$ cat src/rtl/cpu_pkg.sv
// Shared definitions for the CPU instruction-sequencing controller: opcodes,
// one-hot machine-cycle states and the datapath strobe bundle.
package cpu_pkg;

  localparam logic [2:0] HLT  = 3'b000;
  localparam logic [2:0] SKZ  = 3'b001;
  localparam logic [2:0] ADD  = 3'b010;
  localparam logic [2:0] ANDD = 3'b011;
  localparam logic [2:0] XORR = 3'b100;
  localparam logic [2:0] LDA  = 3'b101;
  localparam logic [2:0] STO  = 3'b110;
  localparam logic [2:0] JMP  = 3'b111;

  typedef enum logic [9:0] {
    IDLE   = 10'b00_0000_0001,
    S0     = 10'b00_0000_0010,
    S1     = 10'b00_0000_0100,
    S2     = 10'b00_0000_1000,
    S3     = 10'b00_0001_0000,
    S4     = 10'b00_0010_0000,
    S5     = 10'b00_0100_0000,
    S6     = 10'b00_1000_0000,
    S7     = 10'b01_0000_0000,
    HALTED = 10'b10_0000_0000
  } state_t;

  typedef struct packed {
    logic inc_pc;
    logic load_acc;
    logic load_pc;
    logic rd;
    logic wr;
    logic load_ir;
    logic datactl_ena;
  } strobe_t;

  function automatic logic is_alu(input logic [2:0] op);
    return (op == ADD) || (op == ANDD) || (op == XORR) || (op == LDA);
  endfunction

  function automatic state_t next_step(input state_t s);
    case (s)
      S0:      return S1;
      S1:      return S2;
      S2:      return S3;
      S3:      return S4;
      S4:      return S5;
      S5:      return S6;
      S6:      return S7;
      S7:      return S0;
      default: return IDLE;
    endcase
  endfunction

endpackage

$ cat src/rtl/machine_ctl_if.sv
// Controller-side bundle: fetch/opcode/zero in, datapath strobes out.
// slave = the controller, master = whatever drives and observes it.
interface machine_ctl_if;
  logic       fetch;
  logic [2:0] opcode;
  logic       zero;
  logic       inc_pc;
  logic       load_acc;
  logic       load_pc;
  logic       rd;
  logic       wr;
  logic       load_ir;
  logic       datactl_ena;
  logic       halt;

  modport slave (
    input  fetch, opcode, zero,
    output inc_pc, load_acc, load_pc, rd, wr, load_ir, datactl_ena, halt
  );

  modport master (
    output fetch, opcode, zero,
    input  inc_pc, load_acc, load_pc, rd, wr, load_ir, datactl_ena, halt
  );
endinterface

$ cat src/rtl/machine_ctl_decode.sv
// Combinational strobe decode for one machine-cycle step, given the opcode
// and accumulator zero flag. Non-cycle states decode to all-zero.
module machine_ctl_decode
  import cpu_pkg::*;
(
  input  state_t     i_state,
  input  logic [2:0] i_opcode,
  input  logic       i_zero,
  output strobe_t    o_strobe
);

  logic w_alu;
  logic w_skz_taken;

  assign w_alu       = is_alu(i_opcode);
  assign w_skz_taken = (i_opcode == SKZ) && i_zero;

  always_comb begin
    // NOTE: default every output first so no path through the case leaves
    // a strobe unassigned, which would otherwise infer a latch.
    o_strobe = '0;
    case (i_state)
      S0: begin
        o_strobe.load_ir = 1'b1;
        o_strobe.rd      = 1'b1;
      end
      S1: begin
        o_strobe.inc_pc  = 1'b1;
        o_strobe.load_ir = 1'b1;
        o_strobe.rd      = 1'b1;
      end
      S3: o_strobe.inc_pc = 1'b1;
      S4: begin
        o_strobe.load_pc     = (i_opcode == JMP);
        o_strobe.rd          = w_alu;
        o_strobe.datactl_ena = (i_opcode == STO);
      end
      S5: begin
        o_strobe.load_acc    = w_alu;
        o_strobe.rd          = w_alu;
        o_strobe.inc_pc      = w_skz_taken || (i_opcode == JMP);
        o_strobe.load_pc     = (i_opcode == JMP);
        o_strobe.wr          = (i_opcode == STO);
        o_strobe.datactl_ena = (i_opcode == STO);
      end
      S6: begin
        o_strobe.datactl_ena = (i_opcode == STO);
        o_strobe.rd          = w_alu;
      end
      S7: o_strobe.inc_pc = w_skz_taken;
      default: o_strobe = '0;
    endcase
  end

endmodule

$ cat src/rtl/machine_ctl.sv
// Instruction-sequencing controller: idles until the first fetch, then runs
// a free-running 8-step machine cycle with registered datapath strobes.
module machine_ctl
  import cpu_pkg::*;
#(
  parameter bit HALT_STICKY = 1'b1
) (
  input  logic          clk,
  input  logic          reset,
  machine_ctl_if.slave  bus
);

  state_t  r_state;
  strobe_t r_strobe;
  logic    r_halt;
  strobe_t w_strobe;

  machine_ctl_decode u_decode (
    .i_state  (r_state),
    .i_opcode (bus.opcode),
    .i_zero   (bus.zero),
    .o_strobe (w_strobe)
  );

  always_ff @(posedge clk) begin
    // NOTE: non-blocking assignments so every register samples pre-edge
    // values, independent of statement order.
    if (reset) begin
      r_state  <= IDLE;
      r_strobe <= '0;
      r_halt   <= 1'b0;
    end else begin
      case (r_state)
        IDLE: begin
          r_strobe <= '0;
          r_halt   <= 1'b0;
          if (bus.fetch) r_state <= S0;
        end
        S0, S1, S2, S4, S5, S6, S7: begin
          r_strobe <= w_strobe;
          r_halt   <= 1'b0;
          r_state  <= next_step(r_state);
        end
        S3: begin
          // A sticky halt shows only halt from the first HALTED cycle on.
          if (HALT_STICKY && (bus.opcode == HLT)) begin
            r_strobe <= '0;
            r_halt   <= 1'b1;
            r_state  <= HALTED;
          end else begin
            r_strobe <= w_strobe;
            r_halt   <= (bus.opcode == HLT);
            r_state  <= S4;
          end
        end
        HALTED: begin
          r_strobe <= '0;
          r_halt   <= 1'b1;
        end
        default: begin
          r_state  <= IDLE;
          r_strobe <= '0;
          r_halt   <= 1'b0;
        end
      endcase
    end
  end

  assign bus.inc_pc      = r_strobe.inc_pc;
  assign bus.load_acc    = r_strobe.load_acc;
  assign bus.load_pc     = r_strobe.load_pc;
  assign bus.rd          = r_strobe.rd;
  assign bus.wr          = r_strobe.wr;
  assign bus.load_ir     = r_strobe.load_ir;
  assign bus.datactl_ena = r_strobe.datactl_ena;
  assign bus.halt        = r_halt;

endmodule

$ cat src/flat_wrapper.sv
// flat-port wrapper written by rule: the top's interface ports become plain ports
module machine_ctl_flat import cpu_pkg::*;
#(
  parameter bit HALT_STICKY = 1'b1
)
  (clk, reset, bus_fetch, bus_opcode, bus_zero, bus_inc_pc, bus_load_acc, bus_load_pc, bus_rd, bus_wr, bus_load_ir, bus_datactl_ena, bus_halt);
  machine_ctl_if bus_i ();
  input  logic clk;
  input  logic reset;
  input wire logic [$bits(bus_i.fetch)-1:0] bus_fetch;
  input wire logic [$bits(bus_i.opcode)-1:0] bus_opcode;
  input wire logic [$bits(bus_i.zero)-1:0] bus_zero;
  output wire logic [$bits(bus_i.inc_pc)-1:0] bus_inc_pc;
  output wire logic [$bits(bus_i.load_acc)-1:0] bus_load_acc;
  output wire logic [$bits(bus_i.load_pc)-1:0] bus_load_pc;
  output wire logic [$bits(bus_i.rd)-1:0] bus_rd;
  output wire logic [$bits(bus_i.wr)-1:0] bus_wr;
  output wire logic [$bits(bus_i.load_ir)-1:0] bus_load_ir;
  output wire logic [$bits(bus_i.datactl_ena)-1:0] bus_datactl_ena;
  output wire logic [$bits(bus_i.halt)-1:0] bus_halt;
  assign bus_i.fetch = bus_fetch;
  assign bus_i.opcode = bus_opcode;
  assign bus_i.zero = bus_zero;
  assign bus_inc_pc = bus_i.inc_pc;
  assign bus_load_acc = bus_i.load_acc;
  assign bus_load_pc = bus_i.load_pc;
  assign bus_rd = bus_i.rd;
  assign bus_wr = bus_i.wr;
  assign bus_load_ir = bus_i.load_ir;
  assign bus_datactl_ena = bus_i.datactl_ena;
  assign bus_halt = bus_i.halt;
  machine_ctl #(.HALT_STICKY(HALT_STICKY)) u_core (.clk(clk), .reset(reset), .bus(bus_i));
endmodule
$ cat config.mk
export PLATFORM = sky130hd
export DESIGN_NAME = machine_ctl_flat
export DESIGN_NICKNAME = d
export VERILOG_FILES = /design/src/rtl/cpu_pkg.sv /design/src/rtl/machine_ctl_if.sv /design/src/rtl/machine_ctl_decode.sv /design/src/rtl/machine_ctl.sv /design/src/flat_wrapper.sv
export SDC_FILE = /design/constraint.sdc
export NUM_CORES = 1
export LEC_CHECK = 0
export ABC_CLOCK_PERIOD_IN_PS = 2500
export CAP_MARGIN = 20
export CELL_PAD_IN_SITES_DETAIL_PLACEMENT = 2
export CELL_PAD_IN_SITES_GLOBAL_PLACEMENT = 2
export CORE_ASPECT_RATIO = 1.75
export CORE_UTILIZATION = 32
export CTS_BUF_LIST = sky130_fd_sc_hd__clkbuf_4
export DETAILED_ROUTE_END_ITERATION = 10
export MAX_ROUTING_LAYER = met4
export PLACE_DENSITY = 0.91
export SLEW_MARGIN = 20
export SYNTH_ARGS = -nofsm -noshare
export SYNTH_HDL_FRONTEND = slang
export SYNTH_SLANG_ARGS = --single-unit
$ cat constraint.sdc
create_clock -name clk -period 2.5 [get_ports clk]
set_clock_uncertainty 0.1 [all_clocks]
set_input_delay 0.375 -clock clk [delete_from_list [all_inputs] [get_ports clk]]
set_output_delay 0.375 -clock clk [all_outputs]
set_load 0.1 [all_outputs]
==> results.toml <==
[status]
outcome = "finished clean"

[detailed_routing]
via_per_inst = 6.022
antenna_left = 0
wire_per_inst_um = 21.76
vias = 819
drt-initial-drc-count = 12
drc_errors = 0
drt-total-wl_um = 2960
firstDrtPassIters = 4

[setup_path]
critPathMaxStageDelay_ps = 650
crit_path_max_fanout = 12
cp_slowest_cell = "or4b_2"
path_cells = "or4b_2, o311a_1, o22a_1, a211oi_2"
startpoint_type = "flip-flop"
required_ps = 2630
endpoint_kind = "flip-flop"
crit_type = "flip-flop to flip-flop"
cp.arrival_ps = 2120

[clock_tree]
htreeDepth = 1
cts_tree = "done"
cts.clk_slew.worst_paths_ps = 110
ctsResizeCount = 0
cts.sinks = 18
root_buffer = "clkbuf_4"
cts.path.max_buffers = 2
cts_setup_buffers = 0
clkLatencyLatePin_ps = 290
cts_made_buffers = 3
cts_hold_buf = 0

[floorplan]
fp.dieW_um = 41.52
start_util_pct = 34.26
core_um2 = 2552
die-area_um2 = 2955
die_y_um = 71.16
row_count = 24
top_level_ports = 15

[sta]
slew_violations = 0
relSlewSlack_pct = 61.44
grt_setup_unrepaired = "no"
period_share_pct = 79.72
period_minus_slack_ps = 1993
fmax_mhz = 501.8
final-hold-violation-count = 0
fin_tns_setup_ps = 0
tightest_slew_ps = 577.7
setup_viol = 0

[layout]
fin_nets = 118
synthToLayoutAreaGrowth_pct = 20.03
fillers = 300
utilization_pct = 41.13
drive_gt1_share_pct = 21.82
n_antenna_cell = 0

[global_routing]
grt_usage_pct = 22.09
grt_max_degree = 13
grt_pass1_wl_um = 4809
grt_pass1_vias = 929
grt_overflow = 0
antenna_found_initial = 0

[logic_synthesis]
ys_types = 38
syn_nets = 102
yosys_warnings = 0
synth_cells = 95
synth.avg_cell_area_um2 = 9.206
synth_seq_area_share_pct = 41.20
synth-seq-cells = 18
syn_area_um2 = 874.6

[power]
power_density_nw_per_um2 = 577.5
p_leak_nw = 0.3906
irDropWorstVdd_mv = 0.2608

[flow_run]
drv_cap = 0

[placement]
hpwl_um = 2225
port_buffers = 14
place.gp.congestion = 0.8101

[worst_hold_path]
hold_class = "flip-flop to flip-flop"
## critical path: cells and delay by family (launching register included)
family / cells / cell delay, ps
AOI/OAI and AO/OA: 3 / 580
DFF: 1 / 590
and+or+nand+nor: 1 / 650
## state kept, by name, indices dropped and copies added (netlist names)
register and cells:
u_core.bus.datactl_ena 1, u_core.bus.halt 1, u_core.bus.inc_pc 1, u_core.bus.load_acc 1
u_core.bus.load_ir 1, u_core.bus.load_pc 1, u_core.bus.rd 1, u_core.bus.wr 1
u_core.r_state 10
## path summary, 6_finish.rpt
kind / start / endpoint / slack (ps) / depth (start not counted)
setup reg to reg: u_core.r_state[1] / u_core.bus.inc_pc / 510 / 4
hold / removal: u_core.r_state[7] / u_core.r_state[8] / 530 / 1
setup / recovery: u_core.r_state[1] / u_core.bus.inc_pc / 510 / 4
hold reg to reg: u_core.r_state[7] / u_core.r_state[8] / 530 / 1
## cells by family (layout without fill, tap and decap cells)
| logic type | after synthesis | in the layout | synth area share, % |
|---|---|---|---|
| compound gates | 14 | 14 | 12.73 |
| xor+xnor | 5 | 5 | 5.008 |
| buf+inv | 10 | 25 | 4.720 |
| flops | 18 | 18 | 41.20 |
| simple gates | 48 | 48 | 36.34 |
## synthesized netlist by cell type (all sizes together)
library cell	instances	share of area, %
clkbuf	2	0.86
o21ai	2	1.1
or2	1	0.72
and4	1	1.1
o311a	2	2.3
or3	1	1.3
o22a	1	1.0
nor2	6	2.6
nor4	9	7.9
a211oi	1	1.4
a21oi	2	1.1
a2111oi	1	1.0
xnor2	2	2.0
o211ai	1	0.86
or4b	2	2.3
nand3	3	1.7
xor2	3	3.0
nand2	3	1.3
o2111ai	1	1.0
nand4	2	1.4
inv	4	1.7
o41ai	1	1.0
a41oi	1	1.0
o21bai	1	0.86
nor3	6	3.4
nor4b	1	1.0
or4	1	1.3
and3b	1	1.0
and2	2	1.4
and2b	1	1.0
nand3b	1	0.86
nand2b	2	1.4
nor3b	3	2.6
nand4b	2	2.0
dfxtp	18	41
buf	4	2.1
## power by group
part	internal [mW]	leakage (nW)	switching (mW)	total (mW)
Combinational	0.0620	0.230	0.0807	0.143
Clock	0.0580	0.0154	0.0912	0.149
Sequential	0.296	0.146	0.0184	0.314
## per-layer routing
layer	part of all wire [%]	track usage, %	vias to the layer above
met4	0.78	6.452	0
li1	-	-	387
met2	58	40.63	9
met1	40	24.37	421
met5	0	-	-
met3	1.4	2.296	2
## through the flow
stage               instance area (um2)  hold WS (ps)  setup slack, ps  cells  power (mW)
floorplan                         874.6         353.3            682.1     95      0.4105
global placement                   1023         477.3            475.3    132      0.4519
detailed placement                 1023         504.1            412.4    132      0.4625
finish                             1050         528.1            507.0    136      0.6063
CTS                                1050         521.5            511.3    136      0.6155
global route                       1050         544.8            422.9    136      0.6382
## layout make-up
cell class / instances / area (um2) / area share (%)
multi-input combinational: 67 / 473.0 / 45.05
sequential: 18 / 360.3 / 34.33
timing repair buffer: 17 / 142.6 / 13.59
tap: 26 / 32.53 / 3.099
clock buffer: 3 / 22.52 / 2.145
inverter: 4 / 15.01 / 1.430
clock inverter: 1 / 3.754 / 0.3576
## cell usage in the layout (no fill, tap or decap), types with 2 or more instances in the layout
| cell | count |
|---|---|
| and2_1 | 2 |
| nand4b_1 | 2 |
| nor4_1 | 7 |
| nand3_1 | 3 |
| xor2_1 | 3 |
| nand4_1 | 2 |
| clkbuf_4 | 3 |
| inv_1 | 4 |
| or4b_2 | 2 |
| a21oi_1 | 2 |
| nor3_1 | 6 |
| dfxtp_1 | 18 |
| o21ai_0 | 2 |
| o311a_1 | 2 |
| nor3b_1 | 3 |
| nand2_1 | 3 |
| clkdlybuf4s50_1 | 6 |
| nor2_1 | 6 |
| xnor2_1 | 2 |
| nand2b_1 | 2 |
| nor4_2 | 2 |
| buf_4 | 11 |
Note: power is estimated with default switching activity, not from simulation.
